### src/rtl/fetch_stage_pkg.sv
// Shared datapath constants for the LEGv8 pipeline stages.
// Decode, execute and memory import the same width and reset PC from here.
package fetch_stage_pkg;

  localparam int unsigned N = 64;
  localparam logic [N-1:0] PC_INC   = 64'd4;
  localparam logic [N-1:0] RESET_PC = '0;

  typedef enum logic {
    PC_SEQ    = 1'b0,
    PC_BRANCH = 1'b1
  } pc_src_e;

endpackage

### src/rtl/fetch_stage_parts.sv
// Generic datapath building blocks used by the fetch stage:
// a resettable register, an adder and a 2:1 mux.

module flopr #(
  parameter int unsigned       WIDTH     = 64,
  parameter logic [WIDTH-1:0]  RESET_VAL = '0
) (
  input  logic             clk_i,
  input  logic             reset_i,
  input  logic [WIDTH-1:0] d_i,
  output logic [WIDTH-1:0] q_o
);

  logic [WIDTH-1:0] data_q;

  always_ff @(posedge clk_i) begin
    if (reset_i) data_q <= RESET_VAL;
    else         data_q <= d_i;
  end

  assign q_o = data_q;

endmodule

module adder #(
  parameter int unsigned WIDTH = 64
) (
  input  logic [WIDTH-1:0] a_i,
  input  logic [WIDTH-1:0] b_i,
  output logic [WIDTH-1:0] sum_o
);

  // Carry out is intentionally dropped: sum wraps modulo 2^WIDTH.
  assign sum_o = a_i + b_i;

endmodule

module mux2 #(
  parameter int unsigned WIDTH = 64
) (
  input  logic [WIDTH-1:0] d0_i,
  input  logic [WIDTH-1:0] d1_i,
  input  logic             sel_i,
  output logic [WIDTH-1:0] y_o
);

  assign y_o = sel_i ? d1_i : d0_i;

endmodule

### src/rtl/fetch_stage.sv
// Instruction-fetch stage: PC register driving imem, updated each edge with
// PC+PC_INC or the branch target from execute. Pure wiring of flopr/adder/mux2.

module fetch_stage
  import fetch_stage_pkg::*;
#(
  parameter int unsigned  N        = fetch_stage_pkg::N,
  parameter logic [N-1:0] PC_INC   = fetch_stage_pkg::PC_INC,
  parameter logic [N-1:0] RESET_PC = fetch_stage_pkg::RESET_PC
) (
  input  logic         PCSrc_F,
  input  logic         clk,
  input  logic         reset,
  input  logic [N-1:0] PCBranch_F,
  output logic [N-1:0] imem_addr_F
);

  logic [N-1:0] pc_q;
  logic [N-1:0] pc_plus_inc;
  logic [N-1:0] pc_d;

  flopr #(
    .WIDTH     (N),
    .RESET_VAL (RESET_PC)
  ) pc_reg (
    .clk_i   (clk),
    .reset_i (reset),
    .d_i     (pc_d),
    .q_o     (pc_q)
  );

  adder #(
    .WIDTH (N)
  ) pc_adder (
    .a_i   (pc_q),
    .b_i   (PC_INC),
    .sum_o (pc_plus_inc)
  );

  mux2 #(
    .WIDTH (N)
  ) pc_mux (
    .d0_i  (pc_plus_inc),
    .d1_i  (PCBranch_F),
    .sel_i (PCSrc_F == PC_BRANCH),
    .y_o   (pc_d)
  );

  assign imem_addr_F = pc_q;

endmodule

### config.mk
export PLATFORM = sky130hd
export DESIGN_NAME = fetch_stage
export DESIGN_NICKNAME = d
export VERILOG_FILES = /design/src/rtl/fetch_stage_pkg.sv /design/src/rtl/fetch_stage_parts.sv /design/src/rtl/fetch_stage.sv
export SDC_FILE = /design/constraint.sdc
export NUM_CORES = 1
export LEC_CHECK = 0
export CORE_ASPECT_RATIO = 1.5
export CORE_MARGIN = 2
export CORE_UTILIZATION = 34
export DETAILED_ROUTE_END_ITERATION = 6
export SETUP_SLACK_MARGIN = 0.2
export SLEW_MARGIN = 5
export SYNTH_ARGS = -nofsm -noshare
export SYNTH_HDL_FRONTEND = slang
export SYNTH_HIERARCHICAL = 1
export SYNTH_SLANG_ARGS = --single-unit
export TNS_END_PERCENT = 20
### constraint.sdc
create_clock -name clk -period 6.2 [get_ports clk]
set_input_delay 0.93 -clock clk [delete_from_list [all_inputs] [get_ports clk]]
set_output_delay 0.93 -clock clk [all_outputs]
set_load 0.03 [all_outputs]
==> summary.txt <==
Status
  • Status: finished clean

Clocking
  • Clock buffer count from CTS: 9
  • Worst-Skew Late Latency: 0.35 ns
  • Hold_buf cts: 0
  • Post-CTS repair timing setup buffer count: 0
  • H-tree lvl count: 3
  • CTS tree: yes
  • Clk buf depth: 2
  • Reg clk slew, reported paths: 0.06 ns
  • Root Buffer: clkbuf_16
  • Post-cts resize count: 0
  • Number of clock sinks: 64

Finish
  • Final nets: 1,035
  • Area Overhead vs Synth: 27.8%
  • Design area: 8590 um2
  • Antenna fix cells: 0
  • Fillers: 2,041
  • Share of cells above drive strength 1: between 10% and 20%
  • Max reg flops: 64
  • Area occupied by multi-input gates: roughly 5300 um2
  • Storage element area: 1280 um2

Route
  • Post-DR vias/cell: roughly 5
  • Initial DRC count: 259
  • Vias: 5,811
  • Drc violations: 0
  • WL final: about 17,000 um
  • Drt wl/cell: roughly 15 um
  • DRT antenna net count: 0
  • DR pass1 iterations: 4

Worst setup path
  • R2R setup slack: 2.91 ns
  • Critical path startpoint: pc_reg/q_o[5]
  • FF-to-FF End: pc_reg/q_o[56]
  • Most frequent CP cell: nand3_1
  • Worst EP required: approximately 6.4 ns
  • Critical Path End Type: flop
  • CP peak stage delay: roughly 0.43 ns
  • Reg-to-reg startpoint: pc_reg/q_o[5]
  • Critical path, cell by cell: ha_1 -> nand3_1 -> nor2_1 -> nor4b_1 -> nor4_1 -> o2111ai_1 -> nand3_1 -> a31oi_1 -> o21a_1 -> o21ai_1 -> xor2_1 -> mux2_4 -> nor2b_2
  • Capture point of the worst path: pc_reg/q_o[56]
  • R2R cell count: 13
  • CP max stage cell: nor4b_1
  • Crit Path Class: reg -> reg
  • CP arrival: between 3 and 4 ns
  • Startpoint types: flop
  • CP max FO: 7

Floorplan
  • Die X: 119 um
  • # rows: 63
  • Initial Utilization: 34.4%
  • Die area: 20,900 um2
  • I/O pin cnt: 131
  • Area of the core: about 20,000 um2
  • Die height: about 180 um

Pwr
  • Max VDD drop: between 0.1 and 0.15 mV
  • Clock share of power: 21.9%
  • Leakage: 3.93 nW
  • Logic gate share of total power: 56.6%
  • Psw: roughly 0.95 mW
  • Pwr Density: ~280 nW/um2
  • Switch share: 38.8%
  • Internal power: about 1.5 mW
  • Sequential share of power: 21.5%

STA
  • Period minus WS final: 3.29 ns
  • Final Cycle Share: between 50% and 60%
  • Fin Setup TNS: 0 ns
  • Slew Viols, Final: 0
  • Clk_skew: 0.0129 ns
  • Fmax: 304 MHz
  • Slew margin rel.: 29.6%
  • Final setup vio count: 0
  • Final hold vios: 0
  • RSZ-0062 raised after global routing: no
  • Worst Tran Pin Value: between 1 and 1.5 ns
  • Worst hold slack: around 0.75 ns

Yosys
  • Synth Area in XOR/XNOR: 7.82%
  • Mapped cell area: 6720 um2
  • Main combinational cell family by area after synthesis: compound AO/OA/AOI/OAI gates
  • Synth Area in Simple Gates: 20.2%
  • Main flop type after synthesis: dfxtp_1
  • Synth unique cells: 73
  • Post-synth EDFFs: 0
  • Post-synthesis compound-gate area fraction: 21.4%
  • Post-synth ARST share: 0%
  • Yosys reg bits: 64
  • Sequential fraction of the synthesis area: 19.1%
  • Synth area leaders: dfxtp_1 19%, mux2_4 13%, ha_1 12%, nor2b_2 7.8%, xnor2_1 5.2%
  • Syn avg cell area: a little over 9 um2
  • Biggest area consumer among synthesized cells: dfxtp_1
  • Post-synthesis adder-cell area fraction: 12.0%
  • Mux cell area share after synthesis: 14.2%
  • Ys Warns: 6
  • Synth top area share: 19.1%
  • Cells after Synth: 733

Placed design
  • Placed inst area: 8280 um2
  • Final weighted congestion in routability-driven placement: 0.823
  • DP HPWL: between 10,000 and 15,000 um
  • IO Port Bufs: 130

Hold path
  • Hold crit path type: reg -> reg

GRT
  • Antenna violations before repair: 0
  • Grt total ovfl: 0
  • Largest net degree at the start of global routing: 65
  • First-pass GRT wire length: 28,200 um
  • Vias in the first global route: between 5,000 and 6,000
  • All-Layer GR Usage: 16.8%

Job
  • Max-cap viol count: 0
-- logic make-up after synthesis --
logic type / Yosys count
AOI/OAI and AO/OA: 212
xor gates and xnor gates: 60
adders and majority gates: 64
buffers and inverters: 45
DFF: 64
muxes: 65
other: 2
and+or+nand+nor: 221
-- synth_stat cells, drive strengths merged, types with 2 or more instances --
| cell type | instances |
|---|---|
| nor2b | 66 |
| o21ai | 32 |
| nand3 | 15 |
| mux2 | 64 |
| nand2b | 8 |
| inv | 11 |
| buf | 20 |
| clkbuf | 14 |
| nor2 | 27 |
| o211ai | 3 |
| conb | 2 |
| a21boi | 4 |
| o31ai | 6 |
| xnor2 | 40 |
| dfxtp | 64 |
| nand4 | 15 |
| nor3 | 7 |
| a21oi | 70 |
| or2 | 2 |
| a31oi | 7 |
| nor3b | 2 |
| a2111oi | 3 |
| o21bai | 16 |
| a211oi | 8 |
| o22ai | 2 |
| ha | 63 |
| a21o | 43 |
| and3 | 10 |
| xor2 | 20 |
| or3 | 3 |
| nand2 | 48 |
| and2 | 6 |
| and4 | 3 |
| nor4 | 5 |
| o21a | 7 |
-- final cells by class --
type	instances	share of cell area (%)
repair buffers	131	15.2
clock inverters	3	0.466
clock buffers	12	3.10
multi-input cells	687	62.1
flip-flops and latches	64	14.9
inverters	11	0.481
well taps	260	3.79
-- how the worst min path moves through the flow --
stage,start,slack [ns],end,cells past startpoint
6_report,pc_reg/q_o[0],0.75,pc_reg/q_o[0],3
5_1_grt,pc_reg/q_o[0],0.79,pc_reg/q_o[0],3
4_1_cts,pc_reg/q_o[0],0.74,pc_reg/q_o[0],3
3_5_place_dp,pc_reg/q_o[0],0.72,pc_reg/q_o[0],3
3_3_place_gp,pc_reg/q_o[0],0.71,pc_reg/q_o[0],3
2_1_floorplan,pc_reg/q_o[0],0.92,pc_reg/q_o[0],3
-- layout by cell type, fill, tap and decap left out, types with 11 or more instances in the layout --
cell type | netlist | final
a21oi_1 | 65 | 65
xnor2_1 | 40 | 40
clkdlybuf4s50_1 | 0 | 128
nand2_1 | 48 | 48
nand3_1 | 14 | 14
o21ai_0 | 25 | 25
xor2_1 | 20 | 20
nand4_1 | 15 | 15
ha_1 | 63 | 63
a21o_1 | 43 | 43
conb_1 | 2 | 65
mux2_4 | 60 | 60
nor2b_2 | 60 | 60
inv_1 | 11 | 11
dfxtp_1 | 64 | 64
o21bai_1 | 16 | 16
nor2_1 | 27 | 27
-- worst max-delay path: cells and delay by family, from the launching register on --
family / cells / cell delay [ns]
flops: 1 / 0.31
fa+ha+maj: 1 / 0.39
mux: 1 / 0.26
xor+xnor: 1 / 0.14
simple gates: 6 / 1.12
compound gates: 4 / 0.91
-- power groups by stage --
stage          registers, mW  logic (mW)  clock network [mW]
5_1_grt                0.536        1.51               0.570
3_3_place_gp           0.537        1.34                   0
2_1_floorplan          0.656       0.907                   0
6_report               0.526        1.38               0.535
4_1_cts                0.529        1.35               0.556
3_5_place_dp           0.537        1.34                   0
-- per-layer routing --
| layer | up-vias | share of wire [%] | routed length, um | track usage (%) |
|---|---|---|---|---|
| li1 | 2944 | - | - | - |
| met3 | 18 | 4.0 | 692 | 2.94 |
| met4 | 0 | 1.9 | 339 | 6.05 |
| met1 | 2730 | 41 | 7150 | 18.9 |
| met5 | - | 0 | 0 | 0 |
| met2 | 119 | 53 | 9270 | 31.4 |
-- per-stage QoR --
stage | instances | utilization (%) | worst slack (ns) | power, mW
after floorplan | 796 | - | 3.14 | 1.56
after global placement | 1153 | 42.4 | 2.92 | 1.87
after detailed placement | 1153 | 42.4 | 2.90 | 1.88
after CTS | 1168 | 43.9 | 2.87 | 2.43
after global routing | 1168 | 43.9 | 2.53 | 2.61
final | 1168 | 43.9 | 2.91 | 2.45
Note: power is estimated with default switching activity, not from simulation.
